## src/rtl/fighter_gfx_pkg.sv

```systemverilog
// Shared graphics types and constants for the fighter sprite pipeline.
package fighter_gfx_pkg;

  typedef logic [11:0] color_t;

  localparam color_t TRANSPARENT_RGB = 12'h000;
  localparam int     SPRITE_DIM      = 64;
  localparam int     SPRITE_AW       = $clog2(SPRITE_DIM);

  typedef enum logic [1:0] {
    IDLE = 2'd0,
    PLAY = 2'd1,
    HOLD = 2'd2
  } anim_state_t;

endpackage

```

## src/rtl/blood_anim_ctrl.sv

```systemverilog
// One-shot blood animation sequencer: steps frames on frame_tick, holds
// the last frame, then idles. trigger restarts from frame 0 at any time.
module blood_anim_ctrl
  import fighter_gfx_pkg::*;
#(
  parameter int NUM_FRAMES  = 8,
  parameter int FRAME_TICKS = 4,
  parameter int HOLD_TICKS  = 8,
  parameter int FRAME_W     = (NUM_FRAMES > 1) ? $clog2(NUM_FRAMES) : 1
) (
  input  logic               clk,
  input  logic               reset_n,
  input  logic               frame_tick,
  input  logic               trigger,
  output logic               busy,
  output logic [FRAME_W-1:0] rom_frame
);

  localparam int TICK_MAX = (FRAME_TICKS > HOLD_TICKS) ? FRAME_TICKS : HOLD_TICKS;
  localparam int TICK_W   = (TICK_MAX > 1) ? $clog2(TICK_MAX) : 1;

  localparam logic [TICK_W-1:0]  FT_LAST = TICK_W'(FRAME_TICKS - 1);
  localparam logic [TICK_W-1:0]  HT_LAST = TICK_W'(HOLD_TICKS - 1);
  localparam logic [FRAME_W-1:0] NF_LAST = FRAME_W'(NUM_FRAMES - 1);

  anim_state_t        state_q, state_d;
  logic [TICK_W-1:0]  tick_cnt_q, tick_cnt_d;
  logic [FRAME_W-1:0] frame_idx_q, frame_idx_d;

  // State, tick counter and frame index registers.
  always_ff @(posedge clk or negedge reset_n) begin
    if (!reset_n) begin
      state_q     <= IDLE;
      tick_cnt_q  <= '0;
      frame_idx_q <= '0;
    end else begin
      state_q     <= state_d;
      tick_cnt_q  <= tick_cnt_d;
      frame_idx_q <= frame_idx_d;
    end
  end

  // Next-state logic; trigger takes priority over a coincident frame_tick.
  always_comb begin
    state_d     = state_q;
    tick_cnt_d  = tick_cnt_q;
    frame_idx_d = frame_idx_q;
    if (trigger) begin
      state_d     = PLAY;
      tick_cnt_d  = '0;
      frame_idx_d = '0;
    end else if (frame_tick) begin
      case (state_q)
        PLAY: begin
          if (tick_cnt_q == FT_LAST) begin
            tick_cnt_d = '0;
            if (frame_idx_q == NF_LAST) state_d = HOLD;
            else                        frame_idx_d = frame_idx_q + 1'b1;
          end else begin
            tick_cnt_d = tick_cnt_q + 1'b1;
          end
        end
        HOLD: begin
          if (tick_cnt_q == HT_LAST) begin
            state_d     = IDLE;
            tick_cnt_d  = '0;
            frame_idx_d = '0;
          end else begin
            tick_cnt_d = tick_cnt_q + 1'b1;
          end
        end
        default: ;
      endcase
    end
  end

  assign busy      = (state_q != IDLE);
  assign rom_frame = frame_idx_q;

endmodule

```

## src/rtl/blood_sprite_reader.sv

```systemverilog
// Composites the active blood-splatter animation frame onto the VGA pixel
// stream. Hit test and ROM addressing are combinational; a one-stage delay
// aligns hit/bg/video_on with the synchronous ROM, then rgb_out registers.
// Optional: BLOOD_MIRROR_EN adds a facing port that mirrors the sprite
// horizontally; facing is latched on trigger.
module blood_sprite_reader
  import fighter_gfx_pkg::*;
#(
  parameter int     NUM_FRAMES  = 8,
  parameter int     FRAME_TICKS = 4,
  parameter int     HOLD_TICKS  = 8,
  parameter color_t TRANSPARENT = TRANSPARENT_RGB,
  parameter int     FRAME_W     = (NUM_FRAMES > 1) ? $clog2(NUM_FRAMES) : 1
) (
  input  logic                 clk,
  input  logic                 reset_n,
  input  logic                 frame_tick,
  input  logic                 trigger,
  input  logic [9:0]           pos_x,
  input  logic [9:0]           pos_y,
  input  logic [9:0]           pix_x,
  input  logic [9:0]           pix_y,
  input  logic                 video_on,
  input  color_t               bg_rgb,
  output logic [SPRITE_AW-1:0] rom_row,
  output logic [SPRITE_AW-1:0] rom_col,
  output logic [FRAME_W-1:0]   rom_frame,
  input  color_t               rom_data,
  output color_t               rgb_out,
`ifdef BLOOD_MIRROR_EN
  input  logic                 facing,
`endif
  output logic                 busy
);

  localparam logic [10:0]          DIM11   = 11'(SPRITE_DIM);
  localparam logic [SPRITE_AW-1:0] COL_MAX = SPRITE_AW'(SPRITE_DIM - 1);

  logic [10:0] dx, dy;
  logic        hit;
  logic        hit_q, hit_d;
  logic        video_on_q, video_on_d;
  color_t      bg_rgb_q, bg_rgb_d;
  color_t      rgb_out_q, rgb_out_d;

  blood_anim_ctrl #(
    .NUM_FRAMES (NUM_FRAMES),
    .FRAME_TICKS(FRAME_TICKS),
    .HOLD_TICKS (HOLD_TICKS),
    .FRAME_W    (FRAME_W)
  ) u_ctrl (
    .clk       (clk),
    .reset_n   (reset_n),
    .frame_tick(frame_tick),
    .trigger   (trigger),
    .busy      (busy),
    .rom_frame (rom_frame)
  );

`ifdef BLOOD_MIRROR_EN
  logic facing_q, facing_d;

  // Orientation is captured with the trigger so it cannot change mid-animation.
  always_comb facing_d = trigger ? facing : facing_q;

  // Latched facing register.
  always_ff @(posedge clk or negedge reset_n) begin
    if (!reset_n) facing_q <= 1'b0;
    else          facing_q <= facing_d;
  end
`endif

  // Hit test in 11 bits so a pixel left of / above the sprite goes negative
  // instead of wrapping into the box; misses drive address 0.
  always_comb begin
    dx      = {1'b0, pix_x} - {1'b0, pos_x};
    dy      = {1'b0, pix_y} - {1'b0, pos_y};
    hit     = video_on & busy & ~dx[10] & ~dy[10] & (dx < DIM11) & (dy < DIM11);
    rom_row = '0;
    rom_col = '0;
    if (hit) begin
      rom_row = dy[SPRITE_AW-1:0];
      rom_col = dx[SPRITE_AW-1:0];
`ifdef BLOOD_MIRROR_EN
      if (facing_q) rom_col = COL_MAX - dx[SPRITE_AW-1:0];
`endif
    end
  end

  // Delay stage alignment and compositing; transparent ROM texels show bg.
  always_comb begin
    hit_d      = hit;
    video_on_d = video_on;
    bg_rgb_d   = bg_rgb;
    rgb_out_d  = '0;
    if (video_on_q) begin
      rgb_out_d = (hit_q && rom_data != TRANSPARENT) ? rom_data : bg_rgb_q;
    end
  end

  // Pixel pipeline registers.
  always_ff @(posedge clk or negedge reset_n) begin
    if (!reset_n) begin
      hit_q      <= 1'b0;
      video_on_q <= 1'b0;
      bg_rgb_q   <= '0;
      rgb_out_q  <= '0;
    end else begin
      hit_q      <= hit_d;
      video_on_q <= video_on_d;
      bg_rgb_q   <= bg_rgb_d;
      rgb_out_q  <= rgb_out_d;
    end
  end

  assign rgb_out = rgb_out_q;

endmodule

```

## config.mk

```make
export PLATFORM = sky130hd
export DESIGN_NAME = blood_sprite_reader
export DESIGN_NICKNAME = d
export VERILOG_FILES = /design/src/rtl/fighter_gfx_pkg.sv /design/src/rtl/blood_anim_ctrl.sv /design/src/rtl/blood_sprite_reader.sv
export SDC_FILE = /design/constraint.sdc
export NUM_CORES = 1
export LEC_CHECK = 0
export ABC_AREA = 1
export BUFFER_PORTS_ARGS = -buffer_cell sky130_fd_sc_hd__buf_4
export CORE_UTILIZATION = 54
export CTS_CLUSTER_DIAMETER = 30
export DETAILED_ROUTE_END_ITERATION = 7
export PLACE_DENSITY = 0.95
export SLEW_MARGIN = 15
export SYNTH_ARGS = -nofsm -noshare
export SYNTH_HDL_FRONTEND = slang
export SYNTH_SLANG_ARGS = --single-unit
```

## constraint.sdc

```tcl
create_clock -name clk -period 7.1 [get_ports clk]
set_clock_uncertainty 0.15 [all_clocks]
set_input_delay 1.42 -clock clk [delete_from_list [all_inputs] [get_ports clk]]
set_output_delay 1.42 -clock clk [all_outputs]
set_load 0.05 [all_outputs]
```

# After elaboration in Yosys (flattened, before gate mapping)
# Index checks and enable logic that the tools add are counted.
# Widths: inputs -> output; s select.
# totals
in_bits,69
reg_bits,34
wordCells,58
out_inout_bits,28
# op_classes
order_cmp,2
n_reduce_logical,8
n_eq_ne,9
n_mux,21
bitwise_logic,7
addsub,4
# op_table
op,count
$mux 3,9
$mux 12,2
$lt 11x7->1 const B,2
$sub 10x10->11,2
$mux 6,2
$pmux 3 s2,2
$reduce_bool 12->1,1
$mux 2,5
$reduce_and 5->1,2
$ne 3x2->1 const B,3
$add 3x1->3 const B,2
$eq 3x3->1 const B,2
$and 1x1->1,5
$pmux 2 s2,1
$reduce_bool 2->1,2
$eq 3x2->1 const B,1
$ne 3x3->1 const B,1
$reduce_bool 3->1,1
$eq 2x1->1 const B,1
$eq 2x2->1 const B,1
$not 1->1,2
$reduce_and 2->1,1
$logic_and 1x1->1,1

# Depth between registers and ports, before layout
# Gate-level depths: netlist of run 1.
# logic_depth
depth_word,7
depth_mapped,15
ltp_nobuf,14

# Cells and area by module
# From an unflattened synthesis of run 1, not the netlist that was laid out.
# unflattened
cells_unflattened,392
hier_area_um2,2727.6
# by_module_without_submodules
mod,seq_area_each_um2,area_per_inst_um2,cells_each,instances
blood_sprite_reader,650.6,2135.8,310,1
blood_anim_ctrl,200.2,591.8,82,1

# Least setup slack after synthesis of run 1
# No wires, ideal clock.
# synth_path
path_type,input port to output port
from,input pix_y[0]
to,output rom_col[5]
stages,13
t_required_ns,5.530
slack_ns,1.773
path_buffers,0
arrival_time_ns,3.757
path_cell_list,inv_1 > ha_1 > inv_1 > fa_1 > nand3_1 > nand2_1 > nand2_1 > nand2_1 > nand2_1 > nand2_1 > nor2_1 > nand4_4 > nor3_1
# synth_via
elab_chain_cells,6
word_cells_on_any_way,7
classes_between,1 x add/sub; 1 x order compare; 1 x mux; 4 x bitwise
# synth_lines
element,line,text
"start, declared",blood_sprite_reader.sv:22,"input logic [9:0] pix_y,"
$sub 10x10->11 *,blood_sprite_reader.sv:77,"dy = {1'b0, pix_y} - {1'b0, pos_y};"
"parallel branches: the longest is 3 deep, another holds $lt 11x7->1",n/a,
$and 1x1->1 *,blood_sprite_reader.sv:78,hit = video_on & busy & ~dx[10] & ~dy[10] & (dx < DIM11) & (dy < DIM11);
$mux 6 *,blood_sprite_reader.sv:81,if (hit) begin
"end, declared",blood_sprite_reader.sv:26,"output logic [SPRITE_AW-1:0] rom_col,"
# Mark *: on every way between the ends.

# Worst setup path in the final report of run 1
# layout_path
from,input pix_x[0]
to,output rom_col[2]
# layout_via
elab_chain_cells,7
word_cells_on_any_way,8
classes_between,1 x add/sub; 1 x order compare; 1 x mux; 5 x bitwise
# layout_lines
element,line,text
"start, declared",blood_sprite_reader.sv:21,"input logic [9:0] pix_x,"
$sub 10x10->11 *,blood_sprite_reader.sv:76,"dx = {1'b0, pix_x} - {1'b0, pos_x};"
"parallel branches: the longest is 5 deep, another holds $lt 11x7->1",n/a,
$mux 6 *,blood_sprite_reader.sv:81,
# Marks and branches as above.

==> report_table.html, run 1 <==
<table>
<tr><th>Metric</th><th>Value</th></tr>
<tr><th colspan="2">Synthesis</th></tr>
<tr><td>Avg Cell Area, Syn</td><td>7.27 um^2</td></tr>
<tr><td>Post-synthesis cell type count</td><td>32</td></tr>
<tr><td>Number of flip-flops and latches in the synthesized netlist</td><td>34</td></tr>
<tr><td>Yosys warns</td><td>0</td></tr>
<tr><td>Summed instance area of the synthesized netlist</td><td>2660 um^2</td></tr>
<tr><td>Part of the Yosys area used for sequential elements</td><td>0.320</td></tr>
<tr><td>Nets in the synthesized netlist</td><td>462</td></tr>
<tr><td>Post-synthesis instance total</td><td>365</td></tr>
<tr><th colspan="2">Critical path</th></tr>
<tr><td>Worst r2r path cells</td><td>5</td></tr>
<tr><td>Cell family contributing the most delay on the critical path</td><td>simple AND/OR/NAND/NOR gates</td></tr>
<tr><td>Register-to-Register Setup Slack</td><td>5.26 ns</td></tr>
<tr><td>Setup crit end kind</td><td>output port</td></tr>
<tr><td>Startpoint type of the worst setup path</td><td>input pin</td></tr>
<tr><td>Origin of the critical flop-to-flop path</td><td>u_ctrl.tick_cnt_q[0]$_DFFE_PN0P_</td></tr>
<tr><td>CP arrival</td><td>3.68 ns</td></tr>
<tr><td>Crit-path cells</td><td>buf_4, inv_1, ha_1, inv_1, fa_1, nand2_1, nand2_1, nand3_2, nand2_1, nand2_1, nand3_2, nor2_2, nand3_2, nor3_2, buf_4</td></tr>
<tr><td>Number of buffers and inverters on the critical path</td><td>4</td></tr>
<tr><td>Required time of the critical path</td><td>5.53 ns</td></tr>
<tr><td>Critical path fanouts, max</td><td>13</td></tr>
<tr><td>Cell type of the slowest stage on the worst timing path</td><td>sky130_fd_sc_hd__fa_1</td></tr>
<tr><td>Type of the setup path with the least slack</td><td>input pin to output port</td></tr>
<tr><td>Critical register-to-register path endpoint</td><td>u_ctrl.tick_cnt_q[0]$_DFFE_PN0P_</td></tr>
<tr><td>CP max stage delay</td><td>0.41 ns</td></tr>
<tr><td>Critical Path Most Common Cell</td><td>sky130_fd_sc_hd__nand2_1</td></tr>
<tr><th colspan="2">Clocking</th></tr>
<tr><td>Number of buffers added to fix hold violations after cts</td><td>0</td></tr>
<tr><td>Root cell of the clock tree</td><td>sky130_fd_sc_hd__clkbuf_8</td></tr>
<tr><td>Number of buffers added for setup after CTS</td><td>0</td></tr>
<tr><td>Number of clock sinks</td><td>34</td></tr>
<tr><td>CTS buffer count</td><td>5</td></tr>
<tr><td>Clock slew seen by the registers of the worst setup and hold paths</td><td>0.06 ns</td></tr>
<tr><td>Post-cts resize count</td><td>0</td></tr>
<tr><td>Worst-Skew Late Latency</td><td>0.28 ns</td></tr>
<tr><td>CTS tree</td><td>yes</td></tr>
<tr><td>Number of H-tree levels</td><td>2</td></tr>
<tr><td>Max Buffers Root-to-Sink</td><td>2</td></tr>
<tr><th colspan="2">Detailed routing</th></tr>
<tr><td>Detailed-route vias per instance</td><td>5.17</td></tr>
<tr><td>Mean routed wirelength per cell</td><td>12.8 um</td></tr>
<tr><td>Vias after detailed routing</td><td>2740</td></tr>
<tr><td>Number of routed nets with antenna violations</td><td>0</td></tr>
<tr><td>Number of design rule violations left after detail routing</td><td>0</td></tr>
<tr><td>Initial drt markers</td><td>128</td></tr>
<tr><td>Overall routed net length</td><td>6.78 mm</td></tr>
<tr><td>First-pass iteration count of the detailed router</td><td>4</td></tr>
<tr><th colspan="2">Placement</th></tr>
<tr><td>Count of buffers from port buffering</td><td>96</td></tr>
<tr><td>Last weighted congestion value of the routability-driven placer</td><td>0.934</td></tr>
<tr><td>Total cell area at the placement stage</td><td>3430 um^2</td></tr>
<tr><td>HPWL after DPL</td><td>5.56 mm</td></tr>
<tr><th colspan="2">GRT</th></tr>
<tr><td>Number of antenna violations at the first check in global routing</td><td>0</td></tr>
<tr><td>Largest net degree at the start of global routing</td><td>35</td></tr>
<tr><td>Number of global-route vias before repair</td><td>2637</td></tr>
<tr><td>Wire length of the first global-routing pass</td><td>11.2 mm</td></tr>
<tr><td>Total GRT Usage</td><td>0.277</td></tr>
<tr><td>Remaining Overflow, GRT</td><td>0</td></tr>
<tr><th colspan="2">Die</th></tr>
<tr><td>Std cell rows</td><td>25</td></tr>
<tr><td>Area of the core</td><td>4720 um^2</td></tr>
<tr><td>Starting Density</td><td>0.562</td></tr>
<tr><td>Chip width</td><td>72.1 um</td></tr>
<tr><td>Die area</td><td>5200 um^2</td></tr>
<tr><td>Ports placed on the boundary</td><td>97</td></tr>
<tr><td>Vertical die dimension</td><td>72.1 um</td></tr>
<tr><th colspan="2">Pwr</th></tr>
<tr><td>P per Cell Area</td><td>175 nW/um^2</td></tr>
<tr><td>Leakage power summed over all cells</td><td>1.99 nW</td></tr>
<tr><td>Worst vdd rail ir drop</td><td>0.0973 mV</td></tr>
<tr><th colspan="2">STA</th></tr>
<tr><td>Unrepaired setup endpoints after global routing</td><td>false</td></tr>
<tr><td>Number of failing setup endpoints in the final timing report</td><td>0</td></tr>
<tr><td>Setup tns final</td><td>0 ns</td></tr>
<tr><td>Worst Tran Pin Value</td><td>0.537 ns</td></tr>
<tr><td>Hold WS</td><td>0.333 ns</td></tr>
<tr><td>Slew Limit Fails</td><td>0</td></tr>
<tr><td>Final Critical Period</td><td>5.25 ns</td></tr>
<tr><td>Number of failing hold endpoints at the final stage</td><td>0</td></tr>
<tr><td>Highest attainable clock frequency</td><td>0.190 GHz</td></tr>
<tr><td>Worst slew margin</td><td>0.637</td></tr>
<tr><td>Final cycle utilization of the critical path</td><td>0.740</td></tr>
<tr><th colspan="2">Job</th></tr>
<tr><td>Number of maximum-capacitance constraint violations</td><td>0</td></tr>
<tr><th colspan="2">Layout</th></tr>
<tr><td>Diode count</td><td>0</td></tr>
<tr><td>Area growth from synthesis to final layout</td><td>31.9%</td></tr>
<tr><td>Post-layout instance area</td><td>3500 um^2</td></tr>
<tr><td>Fill cell instance count of the final layout</td><td>360</td></tr>
<tr><td>Count of nets after finishing</td><td>560</td></tr>
<tr><td>Final cell utilization of the core</td><td>0.741</td></tr>
<tr><td>Commonest non-fill, non-tap cells in the layout</td><td>sky130_fd_sc_hd__buf_4 (96), sky130_fd_sc_hd__nand2_1 (93), sky130_fd_sc_hd__inv_1 (68)</td></tr>
<tr><td>Fraction of final layout cells with drive strength greater than 1</td><td>0.281</td></tr>
<tr><td>Leading cell type in the layout, fill and taps excluded</td><td>sky130_fd_sc_hd__buf_4</td></tr>
<tr><th colspan="2">Min path</th></tr>
<tr><td>Hold path start</td><td>bg_rgb_q[10]$_DFF_PN0_</td></tr>
<tr><td>Path class of the lowest-slack min-delay path</td><td>flop to flop</td></tr>
<tr><td>Hold Path End</td><td>rgb_out[10]$_DFF_PN0_</td></tr>
<tr><td>Hold Path Cell Cnt</td><td>2</td></tr>
<tr><th colspan="2">Run status</th></tr>
<tr><td>Result of the run</td><td>finished, final reports clean</td></tr>
</table>
[flip-flops by register name, indices dropped and copies added (netlist names)]
name / cells
rgb_out: 12
u_ctrl.tick_cnt_q: 3
u_ctrl.state_q: 2
video_on_q: 1
hit_q: 1
u_ctrl.rom_frame: 3
bg_rgb_q: 12
[area by class of cell]
class,count,area (um^2),area share
Clock buffer,7,76.3,0.0218
Inverter,70,263,0.0750
Multi-Input combinational cell,256,1510,0.431
Sequential cell,34,851,0.243
Tap cell,67,83.8,0.0239
Timing Repair Buffer,96,721,0.206
[Yosys cell counts]
cell type / instances / share of area
sky130_fd_sc_hd__nand2_1: 93 / 0.13
sky130_fd_sc_hd__inv_1: 68 / 0.096
sky130_fd_sc_hd__nor2_1: 38 / 0.054
sky130_fd_sc_hd__dfrtp_1: 34 / 0.32
sky130_fd_sc_hd__ha_1: 26 / 0.12
sky130_fd_sc_hd__o21ai_0: 21 / 0.040
sky130_fd_sc_hd__nand3_1: 18 / 0.034
sky130_fd_sc_hd__a21oi_1: 10 / 0.019
sky130_fd_sc_hd__nor3_2: 10 / 0.038
sky130_fd_sc_hd__nand3_2: 5 / 0.019
sky130_fd_sc_hd__xnor2_1: 5 / 0.016
sky130_fd_sc_hd__nor2_2: 4 / 0.0094
sky130_fd_sc_hd__clkbuf_1: 3 / 0.0042
sky130_fd_sc_hd__nand2_2: 3 / 0.0071
sky130_fd_sc_hd__nor3_1: 3 / 0.0057
sky130_fd_sc_hd__nor4_1: 3 / 0.0071
sky130_fd_sc_hd__xor2_1: 3 / 0.0099
sky130_fd_sc_hd__buf_6: 2 / 0.0085
sky130_fd_sc_hd__fa_1: 2 / 0.015
sky130_fd_sc_hd__inv_2: 2 / 0.0028
sky130_fd_sc_hd__a21o_1: 1 / 0.0028
sky130_fd_sc_hd__a21oi_2: 1 / 0.0033
sky130_fd_sc_hd__nand4_1: 1 / 0.0024
sky130_fd_sc_hd__nand4_4: 1 / 0.0080
sky130_fd_sc_hd__nor2_4: 1 / 0.0042
sky130_fd_sc_hd__o21a_1: 1 / 0.0028
sky130_fd_sc_hd__o21bai_1: 1 / 0.0028
sky130_fd_sc_hd__o22ai_1: 1 / 0.0024
sky130_fd_sc_hd__o311ai_0: 1 / 0.0033
sky130_fd_sc_hd__o31ai_1: 1 / 0.0028
sky130_fd_sc_hd__or2_2: 1 / 0.0024
sky130_fd_sc_hd__or2_4: 1 / 0.0033
[cell families after synthesis]
kind of cell,count (synthesis),share of synthesized area
and+or+nand+nor,182,0.325
buffers and inverters,75,0.112
AOI/OAI and AO/OA,38,0.0787
DFF,34,0.320
adders and majority gates,28,0.138
xor gates and xnor gates,8,0.0264
[how the worst max path moves through the flow]
stage | slack [ns] | to | depth (start not counted) | from
5_1_grt | 1.66 | rom_col[2] | 15 | pix_x[0]
4_1_cts | 1.84 | rom_col[2] | 15 | pix_x[0]
3_3_place_gp | 1.98 | rom_col[2] | 15 | pix_x[0]
6_report | 1.85 | rom_col[2] | 15 | pix_x[0]
3_5_place_dp | 1.84 | rom_col[2] | 15 | pix_x[0]
2_1_floorplan | 1.77 | rom_col[5] | 13 | pix_y[0]
[through the flow]
stage                     total power [mW]  worst slack, ns  std cells
after floorplan                      0.399             1.77        365
after global placement               0.468             1.98        523
after detailed placement             0.484             1.84        523
after CTS                            0.614             1.84        530
after global routing                 0.650             1.66        530
final                                0.612             1.85        530
[worst register-to-register path, stage by stage, from the launching register on]
cell and delay [ns]:
sky130_fd_sc_hd__dfrtp_1 0.43, sky130_fd_sc_hd__ha_1 0.26, sky130_fd_sc_hd__ha_1 0.20, sky130_fd_sc_hd__o21ai_0 0.22, sky130_fd_sc_hd__nand2_1 0.08, sky130_fd_sc_hd__o21ai_0 0.36
[metal layers]
layer / global-route usage / wire length (um) / share of wire
met1: 0.296 / 2500 / 0.37
met2: 0.520 / 3510 / 0.52
met3: 0.0694 / 566 / 0.083
met4: 0.105 / 205 / 0.030
met5: 0 / 0 / 0
[report_power, final]
group	switching, mW	total, mW	leakage (nW)	internal (mW)
sequential	0.0181	0.234	0.423	0.215
clock	0.0617	0.129	0.0383	0.0673
combinational	0.154	0.249	1.53	0.0956
total	0.234	0.612	1.99	0.378
(Power assumes the default switching activity.)
==> run 2: changes to the inputs <==
- CORE_UTILIZATION: 54 -> 45
- PLACE_DENSITY: 0.95 -> 0.88
- clock period: 7.1 -> 4.6 ns (I/O delays scaled with it)
==> run 2 against run 1 <==
Effect of this change:
- sequential cell count did not move
- sequential power rose by 53%
- global-route usage fell by 6.3 points
- setup slack got worse by 1.5 ns
- utilization fell by 11 points
- die area rose by 19%
- combinational power rose by 52%
- non-clock buffer count did not move
- critical endpoint is now rom_col[5]
- largest power group unchanged
- highest routed layer unchanged
==> report_table.html, run 2 (synthesis results as in run 1) <==
<table>
<tr><th>Metric</th><th>Value</th></tr>
<tr><th colspan="2">Layout</th></tr>
<tr><td>Count of nets after finishing</td><td>560</td></tr>
<tr><td>Diode count</td><td>0</td></tr>
<tr><td>Post-layout instance area</td><td>3520 um^2</td></tr>
<tr><td>Final Non-Filler Cells</td><td>536</td></tr>
<tr><td>Area growth from synthesis to final layout</td><td>32.7%</td></tr>
<tr><td>Fraction of final layout cells with drive strength greater than 1</td><td>0.284</td></tr>
<tr><td>Leading cell type in the layout, fill and taps excluded</td><td>sky130_fd_sc_hd__buf_4</td></tr>
<tr><td>Final cell utilization of the core</td><td>0.628</td></tr>
<tr><td>Commonest non-fill, non-tap cells in the layout</td><td>sky130_fd_sc_hd__buf_4 (96), sky130_fd_sc_hd__nand2_1 (93), sky130_fd_sc_hd__inv_1 (68)</td></tr>
<tr><th colspan="2">Detailed routing</th></tr>
<tr><td>Initial drt markers</td><td>75</td></tr>
<tr><td>Overall routed net length</td><td>6.25 mm</td></tr>
<tr><td>Number of design rule violations left after detail routing</td><td>0</td></tr>
<tr><td>Number of routed nets with antenna violations</td><td>0</td></tr>
<tr><td>Detailed-route vias per instance</td><td>4.94</td></tr>
<tr><td>Total routed wire length on the met1 layer</td><td>2.60 mm</td></tr>
<tr><td>WL met3</td><td>422 um</td></tr>
<tr><td>First-pass iteration count of the detailed router</td><td>4</td></tr>
<tr><td>Met2 wire len</td><td>3.10 mm</td></tr>
<tr><td>Mean routed wirelength per cell</td><td>11.7 um</td></tr>
<tr><td>Vias after detailed routing</td><td>2650</td></tr>
<tr><td>Top sig layer</td><td>met4</td></tr>
<tr><th colspan="2">Clocking</th></tr>
<tr><td>Number of clock sinks</td><td>34</td></tr>
<tr><td>Max Buffers Root-to-Sink</td><td>2</td></tr>
<tr><td>Number of buffers added for setup after CTS</td><td>0</td></tr>
<tr><td>Number of buffers added to fix hold violations after cts</td><td>0</td></tr>
<tr><td>Root cell of the clock tree</td><td>sky130_fd_sc_hd__clkbuf_8</td></tr>
<tr><td>CTS buffer count</td><td>5</td></tr>
<tr><td>Worst-Skew Late Latency</td><td>0.28 ns</td></tr>
<tr><td>Number of H-tree levels</td><td>2</td></tr>
<tr><td>CTS tree</td><td>yes</td></tr>
<tr><td>Clock slew seen by the registers of the worst setup and hold paths</td><td>0.06 ns</td></tr>
<tr><td>Post-cts resize count</td><td>0</td></tr>
<tr><th colspan="2">Critical path</th></tr>
<tr><td>Type of the setup path with the least slack</td><td>input pin to output port</td></tr>
<tr><td>CP arrival</td><td>3.18 ns</td></tr>
<tr><td>Setup crit end kind</td><td>output port</td></tr>
<tr><td>Critical register-to-register path endpoint</td><td>u_ctrl.state_q[1]$_DFFE_PN0P_</td></tr>
<tr><td>Register-to-Register Setup Slack</td><td>2.66 ns</td></tr>
<tr><td>Critical Path Most Common Cell</td><td>sky130_fd_sc_hd__nand2_1</td></tr>
<tr><td>Required time of the critical path</td><td>3.53 ns</td></tr>
<tr><td>Crit-path cells</td><td>buf_4, inv_1, ha_1, inv_1, fa_1, nand2_1, nand2_1, nand3_2, nand2_1, nand2_1, nand3_2, nor2_2, nand3_2, nor3_1, buf_4</td></tr>
<tr><td>Cell type of the slowest stage on the worst timing path</td><td>sky130_fd_sc_hd__fa_1</td></tr>
<tr><td>CP max stage delay</td><td>0.40 ns</td></tr>
<tr><td>Critical path fanouts, max</td><td>13</td></tr>
<tr><td>Worst r2r path cells</td><td>7</td></tr>
<tr><td>Origin of the critical flop-to-flop path</td><td>u_ctrl.tick_cnt_q[0]$_DFFE_PN0P_</td></tr>
<tr><td>Startpoint type of the worst setup path</td><td>input pin</td></tr>
<tr><th colspan="2">STA</th></tr>
<tr><td>Hold WS</td><td>0.339 ns</td></tr>
<tr><td>Worst Tran Pin Value</td><td>0.629 ns</td></tr>
<tr><td>Number of failing setup endpoints in the final timing report</td><td>0</td></tr>
<tr><td>Final cycle utilization of the critical path</td><td>0.923</td></tr>
<tr><td>Setup tns final</td><td>0 ns</td></tr>
<tr><td>Final Critical Period</td><td>4.25 ns</td></tr>
<tr><td>Unrepaired setup endpoints after global routing</td><td>false</td></tr>
<tr><td>Final WS setup</td><td>0.355 ns</td></tr>
<tr><td>Worst slew margin</td><td>0.575</td></tr>
<tr><td>Highest attainable clock frequency</td><td>0.236 GHz</td></tr>
<tr><td>Slew Limit Fails</td><td>0</td></tr>
<tr><td>Number of failing hold endpoints at the final stage</td><td>0</td></tr>
<tr><th colspan="2">Placement</th></tr>
<tr><td>Cells after DPL</td><td>528</td></tr>
<tr><td>Last weighted congestion value of the routability-driven placer</td><td>0.840</td></tr>
<tr><td>HPWL after DPL</td><td>5.14 mm</td></tr>
<tr><td>Pre-CTS worst setup slack</td><td>0.357 ns</td></tr>
<tr><td>Count of buffers from port buffering</td><td>96</td></tr>
<tr><td>Total cell area at the placement stage</td><td>3430 um^2</td></tr>
<tr><th colspan="2">GRT</th></tr>
<tr><td>Largest net degree at the start of global routing</td><td>35</td></tr>
<tr><td>Wire length of the first global-routing pass</td><td>10.6 mm</td></tr>
<tr><td>Remaining Overflow, GRT</td><td>0</td></tr>
<tr><td>Number of global-route vias before repair</td><td>2542</td></tr>
<tr><td>Total GRT Usage</td><td>0.214</td></tr>
<tr><td>Number of antenna violations at the first check in global routing</td><td>0</td></tr>
<tr><th colspan="2">Min path</th></tr>
<tr><td>Hold Path Cell Cnt</td><td>2</td></tr>
<tr><td>Path class of the lowest-slack min-delay path</td><td>flop to flop</td></tr>
<tr><td>Hold path start</td><td>bg_rgb_q[3]$_DFF_PN0_</td></tr>
<tr><td>Hold Path End</td><td>rgb_out[3]$_DFF_PN0_</td></tr>
<tr><th colspan="2">Pwr</th></tr>
<tr><td>Worst vdd rail ir drop</td><td>0.264 mV</td></tr>
<tr><td>Leakage power summed over all cells</td><td>2.00 nW</td></tr>
<tr><td>Total power after layout</td><td>0.954 mW</td></tr>
<tr><td>P per Cell Area</td><td>271 nW/um^2</td></tr>
<tr><th colspan="2">Job</th></tr>
<tr><td>Number of maximum-capacitance constraint violations</td><td>0</td></tr>
<tr><th colspan="2">Die</th></tr>
<tr><td>Chip width</td><td>78.8 um</td></tr>
<tr><td>Starting Density</td><td>0.473</td></tr>
<tr><td>Vertical die dimension</td><td>78.8 um</td></tr>
<tr><td>Die area</td><td>6210 um^2</td></tr>
<tr><td>Std cell rows</td><td>27</td></tr>
<tr><td>Area of the core</td><td>5610 um^2</td></tr>
<tr><td>Ports placed on the boundary</td><td>97</td></tr>
<tr><th colspan="2">Run status</th></tr>
<tr><td>Result of the run</td><td>finished, final reports clean</td></tr>
</table>
[run 2: layer usage]
layer	track usage	vias up
met4	0.0855	0
met2	0.380	109
li1	-	1337
met5	0	-
met3	0.0299	15
met1	0.258	1189
[run 2: final cells by class]
type	instances	area [um^2]
multi-input cells	256	1510
well taps	72	90.1
clock buffers	7	86.3
fillers	494	2080
clock inverters	1	5.00
repair buffers	96	721
flip-flops and latches	34	851
inverters	70	263
[run 2: worst max path at each step]
stage / start / end / slack (ns) / cells past startpoint
finish: pix_x[0] / rom_col[5] / 0.35 / 15
global route: pix_x[0] / rom_row[5] / 0.13 / 15
CTS: pix_x[0] / rom_col[5] / 0.35 / 15
detailed placement: pix_x[0] / rom_col[5] / 0.36 / 15
global placement: pix_x[0] / rom_col[2] / 0.45 / 15
floorplan: pix_y[0] / rom_col[5] / 0.27 / 13
[run 2: worst max-delay path, delay by kind of cell]
kind                       cells  cell delay (ns)
buffers and inverters          4             0.47
adders and majority gates      2             0.53
and+or+nand+nor                9             1.26
[run 2: report_power, final]
group          switching (mW)  internal (mW)  leakage (nW)
combinational           0.231          0.148          1.53
clock                  0.0979          0.120        0.0482
sequential             0.0244          0.332         0.423
total                   0.354          0.600          2.00
